File: config.mk
export PLATFORM = sky130hd
export DESIGN_NAME = chunk_serial_adder
export DESIGN_NICKNAME = d
export VERILOG_FILES = /design/src/rtl/chunk_serial_adder.sv
export SDC_FILE = /design/constraint.sdc
export NUM_CORES = 1
export LEC_CHECK = 0
export ABC_CLOCK_PERIOD_IN_PS = 3700
export BUFFER_PORTS_ARGS = -buffer_cell sky130_fd_sc_hd__clkbuf_2
export CAP_MARGIN = 20
export CELL_PAD_IN_SITES_DETAIL_PLACEMENT = 1
export CELL_PAD_IN_SITES_GLOBAL_PLACEMENT = 2
export CORE_ASPECT_RATIO = 1.1
export CORE_UTILIZATION = 32
export DETAILED_ROUTE_END_ITERATION = 12
export PLACE_DENSITY_LB_ADDON = 0.1
export SLEW_MARGIN = 10
export SYNTH_ARGS = -nofsm -noshare
export SYNTH_HDL_FRONTEND = slang
export SYNTH_SLANG_ARGS = --single-unit
File: constraint.sdc
create_clock -name clk -period 3.7 [get_ports clk]
set_clock_uncertainty 0.05 [all_clocks]
set_input_delay 0.555 -clock clk [delete_from_list [all_inputs] [get_ports clk]]
set_output_delay 0.555 -clock clk [all_outputs]
set_load 0.01 [all_outputs]
File: src/rtl/chunk_serial_adder.sv
// Chunk-serial adder/subtractor: adds CHUNK bits per cycle, LSB slice first.
// Results appear only when the last slice completes and are held until the next one finishes.
module chunk_serial_adder #(
    parameter int WIDTH = 16,
    parameter int CHUNK = 4
) (
    input  logic             clk,
    input  logic             reset,
    input  logic             start,
    input  logic [WIDTH-1:0] a,
    input  logic [WIDTH-1:0] b,
    input  logic             cin,
    input  logic             sub,
    output logic             busy,
    output logic             done,
    output logic [WIDTH-1:0] sum,
    output logic             cout,
    output logic             ovf
);

    localparam int NSLICE = WIDTH / CHUNK;
    localparam int IDX_W  = (NSLICE > 1) ? $clog2(NSLICE) : 1;
    localparam logic [IDX_W-1:0] LAST_IDX = IDX_W'(NSLICE - 1);

    typedef enum logic [1:0] {
        IDLE,
        RUN,
        DONE
    } state_t;

    state_t           state_q, state_d;
    logic [IDX_W-1:0] idx_q, idx_d;
    logic [WIDTH-1:0] a_q, a_d;
    logic [WIDTH-1:0] b_q, b_d;
    logic [WIDTH-1:0] acc_q, acc_d;
    logic [WIDTH-1:0] sum_q, sum_d;
    logic             carry_q, carry_d;
    logic             cout_q, cout_d;
    logic             ovf_q, ovf_d;
    logic [CHUNK:0]   slice_sum;

    always_comb begin
        slice_sum = {1'b0, a_q[CHUNK-1:0]} + {1'b0, b_q[CHUNK-1:0]} + {{CHUNK{1'b0}}, carry_q};

        state_d = state_q;
        idx_d   = idx_q;
        a_d     = a_q;
        b_d     = b_q;
        acc_d   = acc_q;
        carry_d = carry_q;
        sum_d   = sum_q;
        cout_d  = cout_q;
        ovf_d   = ovf_q;

        case (state_q)
            IDLE, DONE: begin
                if (start) begin
                    // Subtract is folded in at capture: b and cin are stored inverted.
                    state_d = RUN;
                    idx_d   = '0;
                    a_d     = a;
                    b_d     = sub ? ~b : b;
                    carry_d = sub ? ~cin : cin;
                end else begin
                    state_d = IDLE;
                end
            end
            RUN: begin
                a_d     = a_q >> CHUNK;
                b_d     = b_q >> CHUNK;
                carry_d = slice_sum[CHUNK];
                acc_d   = (acc_q >> CHUNK) | (WIDTH'(slice_sum[CHUNK-1:0]) << (WIDTH - CHUNK));
                idx_d   = idx_q + IDX_W'(1);
                if (idx_q == LAST_IDX) begin
                    state_d = DONE;
                    sum_d   = acc_d;
                    cout_d  = slice_sum[CHUNK];
                    // Same-sign operands producing an opposite-sign MSB is
                    // equivalent to carry-in(MSB) xor carry-out(MSB).
                    ovf_d   = (a_q[CHUNK-1] == b_q[CHUNK-1]) &&
                              (slice_sum[CHUNK-1] != a_q[CHUNK-1]);
                end
            end
            default: state_d = IDLE;
        endcase
    end

    always_ff @(posedge clk) begin
        if (reset) begin
            state_q <= IDLE;
            idx_q   <= '0;
            sum_q   <= '0;
            cout_q  <= 1'b0;
            ovf_q   <= 1'b0;
        end else begin
            state_q <= state_d;
            idx_q   <= idx_d;
            sum_q   <= sum_d;
            cout_q  <= cout_d;
            ovf_q   <= ovf_d;
        end
    end

    always_ff @(posedge clk) begin
        a_q     <= a_d;
        b_q     <= b_d;
        acc_q   <= acc_d;
        carry_q <= carry_d;
    end

    assign busy = (state_q == RUN);
    assign done = (state_q == DONE);
    assign sum  = sum_q;
    assign cout = cout_q;
    assign ovf  = ovf_q;

endmodule

### Word level (Yosys, flattened, before mapping)

Cells that the tools add are included.

* reduce and logical (&&, ||, !) cells: 6
* bitwise logic cells: 3
* muxes and demuxes: 13
* equal/unequal tests: 7
* add/subtract/negate cells: 3

Operator list (count)
* 16-bit case mux with 2 select lines: 2
* 16-bit 2-to-1 mux: 3
* 16-bit NOT: 1
* 12-bit by 16-bit OR with 16-bit output: 1
* 2-bit case mux with 2 select lines: 2
* 4-bit by 4-bit adder with 5-bit output: 1
* 5-bit by 1-bit adder with 5-bit output: 1
* 2-bit equality test, second input constant: 2
* 2-bit 2-to-1 mux: 2
* 2-bit AND reduction: 2
* 1-bit 2-to-1 mux: 3
* 2-bit by 1-bit adder with 2-bit output, second input constant: 1
* 2-bit by 1-bit equality test with 1-bit output, second input constant: 1
* 2-bit zero test: 1
* 2-bit by 1-bit != test with 1-bit output, second input constant: 1
* 2-bit != test, second input constant: 1
* 1-bit case mux with 2 select lines: 1
* 2-bit nonzero test: 1
* 2-bit OR reduction: 1
* 1-bit equality test: 1
* 1-bit logical AND: 1
* 1-bit != test: 1
* 1-bit NOT: 1

* output and inout bits: 20
* register bits: 71
* bits of input ports: 37
* logic and storage cells: 41

### Depth between registers and ports, before layout

Gate-level depths: netlist (run 1).

* word-level depth: 4
* gate-level depth with buffers: 6
* mapped depth without buffers: 6

### Worst setup path after synthesis (run 1)

No wires, ideal clock.

* path kind: reg-to-reg
* start: register state_q[1]
* end: register a_q[0] (enable)
* stages on the path, launching flop included: 4
* clock period less this slack: 1.886 ns
* slack: 1.814 ns
* setup time: 0.485 ns
* arrival: 1.351 ns
* buffers on the path: 1
* required time: 3.165 ns
* path through: dfxtp_1 > nand2b_1 > clkbuf_1 > nand2_1

* cells in the longest elaborated chain, start to end: 4
* elaborated cells between the ends (all ways): 7
* those cells by class: 3 x eq/ne; 4 x reduce/logical

Ends and longest elaborated chain
* start: declaration: line 31 `state_t state_q, state_d;`
* start signal: assignment: line 96 `state_q <= state_d;`
* 2-bit equality test / 2-bit zero test (equally long branches): line 55 `case (state_q)`
* 2-bit OR reduction: line 55
* 2-bit != test (no line) / 2-bit nonzero test (equally long branches)
* 2-bit AND reduction (no line) *
* end signal: assignment: line 105 `a_q <= a_d;`
* end: declaration: line 33 `logic [WIDTH-1:0] a_q, a_d;`

Mark *: on every way between the ends. The rest lies on a longest branch, timed or not.
A chain may end at the register's enable or synchronous reset.

### Worst setup path after layout (run 1)

* start: register state_q[0]
* end: output busy

* cells in the longest elaborated chain, start to end: 1

Ends and longest elaborated chain
* 2-bit by 1-bit equality test with 1-bit output: line 111 `assign busy = (state_q == RUN);`
* end: declaration: line 14 `output logic busy,`

No other way between the ends.

==> impl.org, run 1 <==
** Global route
- Initial antenna violation count :: 0
- Global routing consumed, over all layers together, 13.59% of the routing resources.
- First-pass GRT wire length :: 9618 um
- The number of global-route vias before repair was 2059.
- Entering global routing, the biggest net connects 34 pins.
- Global routing finished with a remaining overflow of 0.

** Critical path
- The signal on the critical path passes through nand2b_1 > buf_4 > inv_2 > clkbuf_2.
- The critical path is of the reg -> out type.
- Critical path arrival :: 1.65 ns
- For this run, the slowest stage of the critical path takes 0.40 ns.
- Element type at the critical path start :: flop
- End of the worst register-to-register path :: ovf
- Critical Path Slowest Stage Cell :: sky130_fd_sc_hd__dfxtp_1
- Setup slack on the worst flop-to-flop path :: 1.69 ns
- In this run the critical register-to-register path is launched from idx_q[0].
- Worst EP required :: 3.09 ns
- Critical path fanouts, max :: 31
- Setup crit end kind :: output port
- The worst register-to-register path has a depth of 4.

** Final layout
- Cells with a size suffix above 1 make up 23.20% of the layout.
- Total Nets Final :: 357
- Final Util :: 39.64%
- Antenna diode count :: 0
- Non-filler instance count after layout :: 430
- Final instance area :: 3351 um2
- Compared with the post-synthesis result, the final layout area differs by 18.92%.

** Floorplan
- The initial utilization of the core area, before any placement, comes to 33.34%.
- Total Die Area :: 9185 um2
- Number of top-level pins :: 57
- In this run the core area contains 35 standard-cell rows.
- Placeable Area :: 8452 um2
- Die height :: 100.4 um
- Floorplan die width :: 91.47 um

** Synth
- After synthesis, the mean cell area works out to 10.92 um2.
- The synthesized netlist occupies a cell area of 2818 um2.
- Fraction of registers with async set/reset :: 0%
- The synthesized design contains 45 enable-type register cells.
- YS warnings :: 0
- After synthesis, flip-flops and latches occupy 63.59% of the total area.
- Largest cells by area after synthesis :: sky130_fd_sc_hd__edfxtp_1 48%, sky130_fd_sc_hd__dfxtp_1 16%, sky130_fd_sc_hd__nand2_1 10%, sky130_fd_sc_hd__xnor2_1 5.6%, sky130_fd_sc_hd__a21oi_1 2.8%
- The share of synthesized area in the top cell type comes to 47.96%.
- Most used flip-flop cell after synthesis :: sky130_fd_sc_hd__edfxtp_1
- Ranking of synthesized cells by instance count :: 78 x sky130_fd_sc_hd__nand2_1, 45 x sky130_fd_sc_hd__edfxtp_1, 22 x sky130_fd_sc_hd__dfxtp_1
- Number of flip-flops and latches in the synthesized netlist :: 67
- Synthesis produced a netlist with a net count of 301.
- Most common cell in the synthesized netlist :: sky130_fd_sc_hd__nand2_1
- Synthesized instance count :: 258
- Of all cell types, the one taking the most synthesized area is sky130_fd_sc_hd__edfxtp_1.
- The netlist uses 34 different library cells.

** Drt
- Across all layers, the routed design uses 1961 vias.
- Drc violations :: 0
- The first routing iteration left 33 violations.
- Detailed-route wire length per cell :: 12.76 um
- Number of nets with antenna violations after detailed routing :: 0
- Aggregate routed wire length :: 5487 um
- After detailed routing, the number of vias per cell comes to 4.560.
- Pre-antenna DRT Iters :: 3

** Placed design
- Buffers on Ports :: 56
- Final weighted congestion in routability-driven placement :: 0.6661
- In this run the cell area measured after placement is 3197 um2.
- # placed instances :: 414
- OpenSTA, run right after detailed placement, puts the worst setup slack at 1.657 ns.
- The HPWL after detailed placement is 3697 um.

** Timing
- For the finished layout, the period the worst path requires is 2.251 ns.
- Setup repair after global routing left no endpoint under its margin.
- Worst-margin pin slew :: 0.7993 ns
- Setup Viol. Count Final :: 0
- Fin. Hold Viols :: 0
- Max Clk Rate :: 444.3 MHz
- Of the available clock period, the critical path in the final layout requires 60.84%.
- Final worst slack :: 1.449 ns
- Final-report max-slew violation count :: 0
- The tightest hold path in the finished design has a slack of 0.4058 ns.
- Final sum of negative setup slack :: 0 ns
- Measured against its own limit, the worst slew margin works out to 46.55%.

** Clocking
- After clock tree synthesis, the clock-pin slew on the worst setup and hold paths is 0.07 ns.
- Count of buffers added by post-CTS timing repair for setup :: 0
- The longest clock path from root to sink contains 2 buffers.
- Clk Tree Root Cell :: sky130_fd_sc_hd__clkbuf_8
- In this run, CTS created clock tree buffers numbering 9.
- The clock reaches the later pin of the worst-skew pair after 0.33 ns.
- Post_cts resized :: 0
- In this run the number of H-tree levels came out at 3.
- TritonCTS built the clock tree.
- Counting every sink on the clock net gives 67.
- Hold repair after CTS inserted 0 buffers.

** Outcome
- The run finished with clean final reports.

** Min path
- The path with the worst hold slack has its endpoint at acc_q[9].
- Counting instances, the worst hold path has a depth of 0.
- Hold_sp :: acc_q[13]
- The worst hold path belongs to the class reg -> reg.

** Power
- Clock power share :: 31.2%
- The worst-case IR drop observed on VDD is 174.4 uV.
- Summing internal, switching and leakage power gives 1.611 mW.
- Summed over all nets, the switching power comes to 0.4038 mW.
- Register share of total power :: 56.7%
- Pwr/cell area :: 480.9 nW/um2
- Switching share of power :: 25.06%
- LEAKAGE :: 1.335 nW
- Pint :: 1.208 mW
- Combinational logic is responsible for 12.0% of the overall power.

** Run
- Across the run, the number of max-cap violations was 0.
==> layer usage <==
layer	up-vias	track usage [%]	wire length, um
met3	8	3.333	223
li1	983	-	-
met1	927	15.35	2478
met4	0	6.960	97
met2	43	23.89	2687
met5	-	0	0
==> critical path, delay by kind of cell (launching register included) <==
kind / cells / cell delay [ns]
buffers and inverters: 3 / 0.84
DFF: 1 / 0.40
and+or+nand+nor: 1 / 0.07
==> registers in the layout, summed over array words and instances (netlist names) <==
signal and cells:
a_q 16, acc_q 12, b_q 16, carry_q 1, cout 1, idx_q 2
ovf 1, state_q 2, sum 16
==> cells by family (layout without fill, tap and decap cells) <==
| logic type | after synthesis | count (layout) | synth area share [%] |
|---|---|---|---|
| AND/OR/NAND/NOR | 110 | 110 | 17.10 |
| adder cells (fa/ha/maj) | 6 | 6 | 3.197 |
| AO/OA/AOI/OAI | 36 | 36 | 7.194 |
| XOR/XNOR | 19 | 19 | 5.906 |
| flip-flops | 67 | 67 | 63.59 |
| buffers and inverters | 20 | 81 | 3.019 |
==> how the worst max path moves through the flow <==
| stage | start | endpoint | slack [ns] | depth (start not counted) |
|---|---|---|---|---|
| CTS | state_q[1] | busy | 1.38 | 4 |
| finish | state_q[0] | busy | 1.45 | 4 |
| detailed placement | idx_q[0] | ovf | 1.66 | 4 |
| global placement | idx_q[0] | ovf | 1.68 | 4 |
| floorplan | state_q[1] | a_q[0] | 1.81 | 3 |
| global route | state_q[1] | busy | 1.29 | 4 |
==> final cells by class <==
cell class,count,area [um2]
Tap cell,111,138.9
Clock inverter,4,18.77
Sequential cell,67,1792
Clock buffer,12,135.1
Timing Repair Buffer,59,302.8
Multi-Input combinational cell,171,940.9
Inverter,6,22.52
Fill cell,984,5101
==> layout by cell type (no fill, tap or decap), types with 2 or more instances in the layout <==
| cell type | instances |
|---|---|
| sky130_fd_sc_hd__xnor2_1 | 18 |
| sky130_fd_sc_hd__clkbuf_2 | 56 |
| sky130_fd_sc_hd__clkinv_2 | 3 |
| sky130_fd_sc_hd__nor2_1 | 10 |
| sky130_fd_sc_hd__nand2b_1 | 4 |
| sky130_fd_sc_hd__a21oi_1 | 16 |
| sky130_fd_sc_hd__or4_1 | 2 |
| sky130_fd_sc_hd__dfxtp_1 | 22 |
| sky130_fd_sc_hd__nand3_1 | 2 |
| sky130_fd_sc_hd__nor2b_1 | 2 |
| sky130_fd_sc_hd__clkbuf_1 | 3 |
| sky130_fd_sc_hd__ha_1 | 4 |
| sky130_fd_sc_hd__and2_1 | 4 |
| sky130_fd_sc_hd__edfxtp_1 | 45 |
| sky130_fd_sc_hd__clkbuf_8 | 9 |
| sky130_fd_sc_hd__buf_4 | 3 |
| sky130_fd_sc_hd__nand3b_1 | 3 |
| sky130_fd_sc_hd__o21ai_0 | 13 |
| sky130_fd_sc_hd__nand2_1 | 78 |
| sky130_fd_sc_hd__inv_1 | 5 |
| sky130_fd_sc_hd__fa_1 | 2 |
==> power by group through the flow <==
stage / clock (mW) / sequential [mW] / combinational (mW)
floorplan: 0 / 0.924 / 0.135
global placement: 0 / 0.929 / 0.198
detailed placement: 0 / 0.932 / 0.201
CTS: 0.525 / 0.916 / 0.202
global route: 0.554 / 0.922 / 0.227
finish: 0.503 / 0.914 / 0.194
Note: power is estimated with default switching activity, not from simulation.
==> run 2, diff against run 1 <==
- ABC_AREA: unset -> 1
- ABC_CLOCK_PERIOD_IN_PS: 3700 -> 2000
- CORE_UTILIZATION: 32 -> 31
- clock period: 3.7 -> 2 ns (I/O delays scaled with it)
==> run 2 against run 1 <==
  * Flip-flop and latch count unchanged
  * First-iteration DRC count increased by 70%
  * Critical path type is now reg -> reg
  * Sequential power increased by 85%
==> impl.org, run 2 <==
** Global route
- Routing usage on met2 :: 22.85% (was 23.89%)
- Peak-usage layer in the global routing report :: met2 (unchanged)
- Maximum number of pins on one net before global-route repair :: 30 (was 34)
- The met3 track utilization from global routing came to 3.245% (was 3.333%).
- The total track usage was 13.63% (was 13.59%).
- Met1 demand-to-capacity share in global routing :: 16.12% (was 15.35%)
- The leftover overflow at the end of global routing is 0 (unchanged).
- The global-route wire length before repair was 9701 um (was 9618 um).
- Initial antenna violation count :: 0 (unchanged)
- Number of global-route vias before repair :: 2059 (unchanged)

** Critical path
- The endpoint type of the worst setup path is a flop (was output port).
- Element type at the critical path start :: flop (unchanged)
- In this design, the critical path's most frequently occurring cell is sky130_fd_sc_hd__fa_1.
- Critical path fanouts, max :: 3 (was 31)
- Sequence of cells on the critical path :: fa_1 > inv_1 > fa_1 > o21ai_0 > a21oi_1 > mux2i_1 (was nand2b_1 > buf_4 > inv_2 > clkbuf_2)
- The critical path's largest stage delay came to 0.47 ns (was 0.40 ns).
- Critical Path Slowest Stage Cell :: sky130_fd_sc_hd__fa_1 (was sky130_fd_sc_hd__dfxtp_1)
- Critical path start-end classification :: reg -> reg (was reg -> out)
- The arrival time at the worst endpoint is 1.85 ns (was 1.65 ns).
- Worst EP required :: 2.03 ns (was 3.09 ns)

** Floorplan
- Initial core utilization :: 32.00% (was 33.34%)
- Placeable Area :: 8919 um2 (was 8452 um2)
- The count of boundary I/O pins was 57 (unchanged).
- The count of standard-cell rows is 36 (was 35).
- The vertical extent of the die was 102.6 um (was 100.4 um).
- Floorplan die width :: 93.49 um (was 91.47 um)
- The die area was 9594 um2 (was 9185 um2).

** Clocking
- The total clock buffers created by CTS is 9 (unchanged).
- Clock latency on the worst-skew pair :: 0.34 ns (was 0.33 ns)
- The number of setup buffers added after CTS was 0 (unchanged).
- The H-tree depth was 3 (unchanged).
- Post_cts resized :: 0 (unchanged)
- Clock-pin slew reported for the worst setup and hold paths after clock tree synthesis :: 0.08 ns (was 0.07 ns)
- The number of clock sinks came to 67 (unchanged).
- # hold bufs at CTS :: 0 (unchanged)
- The clock root buffer is sky130_fd_sc_hd__clkbuf_8 (unchanged).
- TritonCTS clock tree :: done (unchanged)
- The buffer levels on the longest clock path was 2 (unchanged).

** Synth
- The library cell occupying the most area in the post-synthesis netlist was sky130_fd_sc_hd__edfxtp_1 (unchanged).
- The flop and latch count out of synthesis came to 67 (unchanged).
- Average instance area after synthesis :: 10.65 um2 (was 10.92 um2)
- Sequential cell area fraction in the yosys report :: 62.78% (was 63.59%)
- Distinct cell type count after synthesis :: 21 (was 34)
- Ranking of synthesized cells by instance count :: 56 x sky130_fd_sc_hd__nand2_1, 45 x sky130_fd_sc_hd__edfxtp_1, 38 x sky130_fd_sc_hd__nor2_1 (was 78 x sky130_fd_sc_hd__nand2_1, 45 x sky130_fd_sc_hd__edfxtp_1, 22 x sky130_fd_sc_hd__dfxtp_1)
- Number of flops mapped to enable cells by yosys :: 45 (unchanged)
- The most repeated cell in the gate-level netlist after synthesis was sky130_fd_sc_hd__nand2_1 (unchanged).
- The net count of the mapped netlist came to 311 (was 301).
- Fraction of registers with async set/reset :: 0% (unchanged)
- The most common flop cell mapped by yosys was sky130_fd_sc_hd__edfxtp_1 (unchanged).
- The total of warnings raised by yosys is 0 (unchanged).
- Largest cells by area after synthesis: sky130_fd_sc_hd__edfxtp_1 47%, sky130_fd_sc_hd__dfxtp_1 15%, sky130_fd_sc_hd__nand2_1 7.4%, sky130_fd_sc_hd__o21ai_0 5.6%, sky130_fd_sc_hd__xnor2_1 5.5% (was sky130_fd_sc_hd__edfxtp_1 48%, sky130_fd_sc_hd__dfxtp_1 16%, sky130_fd_sc_hd__nand2_1 10%, sky130_fd_sc_hd__xnor2_1 5.6%, sky130_fd_sc_hd__a21oi_1 2.8%).
- The post-synthesis cell area came to 2854 um2 (was 2818 um2).
- Synthesized instance count :: 268 (was 258)
- The fraction of synthesized cell area taken by the top area cell type came to 47.35% (was 47.96%).

** Placed design
- Buffers on Ports :: 56 (unchanged)
- The final weighted congestion in routability-driven placement was 0.6747 (was 0.6661).
- The total half-perimeter wirelength after legalization and detailed placement came to 3868 um (was 3697 um).

** Timing
- Timing would allow up to 549.7 MHz.
- Setup repair after global routing missed its margin: false (unchanged).
- Final worst-path cycle share :: 90.95%
- The smallest clock period supported by the final layout is computed as 1.819 ns.
- The actual slew at the worst max-slew pin came to 0.5507 ns (was 0.7993 ns).
- The count of endpoints failing setup in the final report was 0 (unchanged).
- The number of pins exceeding their max-slew limit in the final report came to 0 (unchanged).
- The aggregate negative setup slack was 0 ns (unchanged).
- Worst slew slack as a fraction of its limit :: 63.24% (was 46.55%)
- The count of final hold-check violations is 0 (unchanged).

** Power
- LEAKAGE :: 1.531 nW (was 1.335 nW)
- Pwr/cell area :: 953.0 nW/um2 (was 480.9 nW/um2)
- The power consumption came to 3.308 mW (was 1.611 mW).
- VDD IR-drop max :: 311.9 uV (was 174.4 uV)

** Drt
- Drc violations :: 0 (unchanged)
- Aggregate routed wire length :: 5716 um (was 5487 um)
- Detailed-route wire length per cell :: 12.70 um (was 12.76 um)
- Number of nets with antenna violations after detailed routing :: 0 (unchanged)
- Pre-antenna DRT Iters :: 4 (was 3)
- Number of DRC violations after detailed-routing iteration 0 :: 56 (was 33)
- Vias per inst :: 4.504 (was 4.560)
- Via Count :: 2027 (was 1961)

** Final layout
- Antenna diode count :: 0 (unchanged)
- Fillcell total :: 1032 (was 984)
- Storage cell area :: 1792 um2 (unchanged)
- Most frequent cells in the layout :: 56 x sky130_fd_sc_hd__nand2_1, 56 x sky130_fd_sc_hd__clkbuf_2, 45 x sky130_fd_sc_hd__edfxtp_1, 38 x sky130_fd_sc_hd__nor2_1, 32 x sky130_fd_sc_hd__o21ai_0 (was 78 x sky130_fd_sc_hd__nand2_1, 56 x sky130_fd_sc_hd__clkbuf_2, 45 x sky130_fd_sc_hd__edfxtp_1, 22 x sky130_fd_sc_hd__dfxtp_1, 18 x sky130_fd_sc_hd__xnor2_1)
- Total Nets Final :: 374 (was 357)
- The area growth from synthesis to layout is 21.61% (was 18.92%).
- Final Util :: 38.92% (was 39.64%)
- Area taken by multi-input logic gates :: 890.9 um2 (was 940.9 um2)
- Fraction of final layout cells with drive strength greater than 1 :: 24.70% (was 23.20%)

** Min path
- The path category of the worst min-delay check was in -> reg (was reg -> reg).

** Run
- Max-cap violations :: 0 (unchanged)

** Outcome
- Outcome: finished, final reports clean (unchanged).
## run 2: cell types whose count changed after synthesis, sizes merged, moves of 4 or more
| cell | delta |
|---|---|
| and2 | -4 |
| nand2 | -21 |
| inv | +14 |
| a21oi | -8 |
| nor2 | +30 |
| o21ai | +19 |
| clkbuf | -5 |
| nand2b | -4 |
| nand3 | +5 |
## run 2: where the power goes
group | switching (mW) | internal [mW]
clock | 0.518 | 0.699
sequential | 0.0436 | 1.65
combinational | 0.235 | 0.165
total | 0.797 | 2.51
## run 2: cell type report
class	instances	share of cell area, %
flip-flops and latches	67	51.62
multi-input cells	170	25.67
repair buffers	64	10.53
well taps	114	4.110
clock buffers	11	3.785
clock inverters	5	2.235
inverters	19	2.055
## run 2: logic make-up after synthesis
logic type	after synthesis	synth area share, %
AOI/OAI and AO/OA	41	7.278
xor gates and xnor gates	18	5.524
adders and majority gates	6	3.157
buffers and inverters	31	6.006
DFF	67	62.78
muxes	1	0.3507
and+or+nand+nor	104	14.91
## run 2: path summary, 6_finish.rpt
kind / startpoint / end / slack (ns) / depth (start not counted)
worst min register to register: acc_q[10] / acc_q[6] / 0.39 / 0
worst max register to register: a_q[0] / carry_q / 0.18 / 6
worst min-delay path: reset / state_q[0] / 0.12 / 2
worst max-delay path: a_q[0] / carry_q / 0.18 / 6
## run 2: metrics by stage
| stage | cells | setup WS [ns] | area (um2) | hold slack [ns] |
|---|---|---|---|---|
| floorplan | 268 | 0.2923 | 2854 | 0.3191 |
| global placement | 434 | 0.1907 | 3262 | 0.3829 |
| detailed placement | 434 | 0.1817 | 3262 | 0.3857 |
| CTS | 450 | 0.1638 | 3471 | 0.1127 |
| global route | 450 | 0.05562 | 3471 | 0.1093 |
| finish | 450 | 0.1810 | 3471 | 0.1247 |
## run 2: metal layers
layer	wire [um]	up-vias
li1	-	1003
met1	2581	965
met2	2788	48
met3	236	11
met4	109	0
met5	0	-
## run 2: critical path, delay by kind of cell, from the launching register on
| kind | cells | cell delay (ns) |
|---|---|---|
| flops | 1 | 0.40 |
| compound gates | 2 | 0.28 |
| fa+ha+maj | 2 | 0.67 |
| mux | 1 | 0.09 |
| buf+inv | 1 | 0.09 |
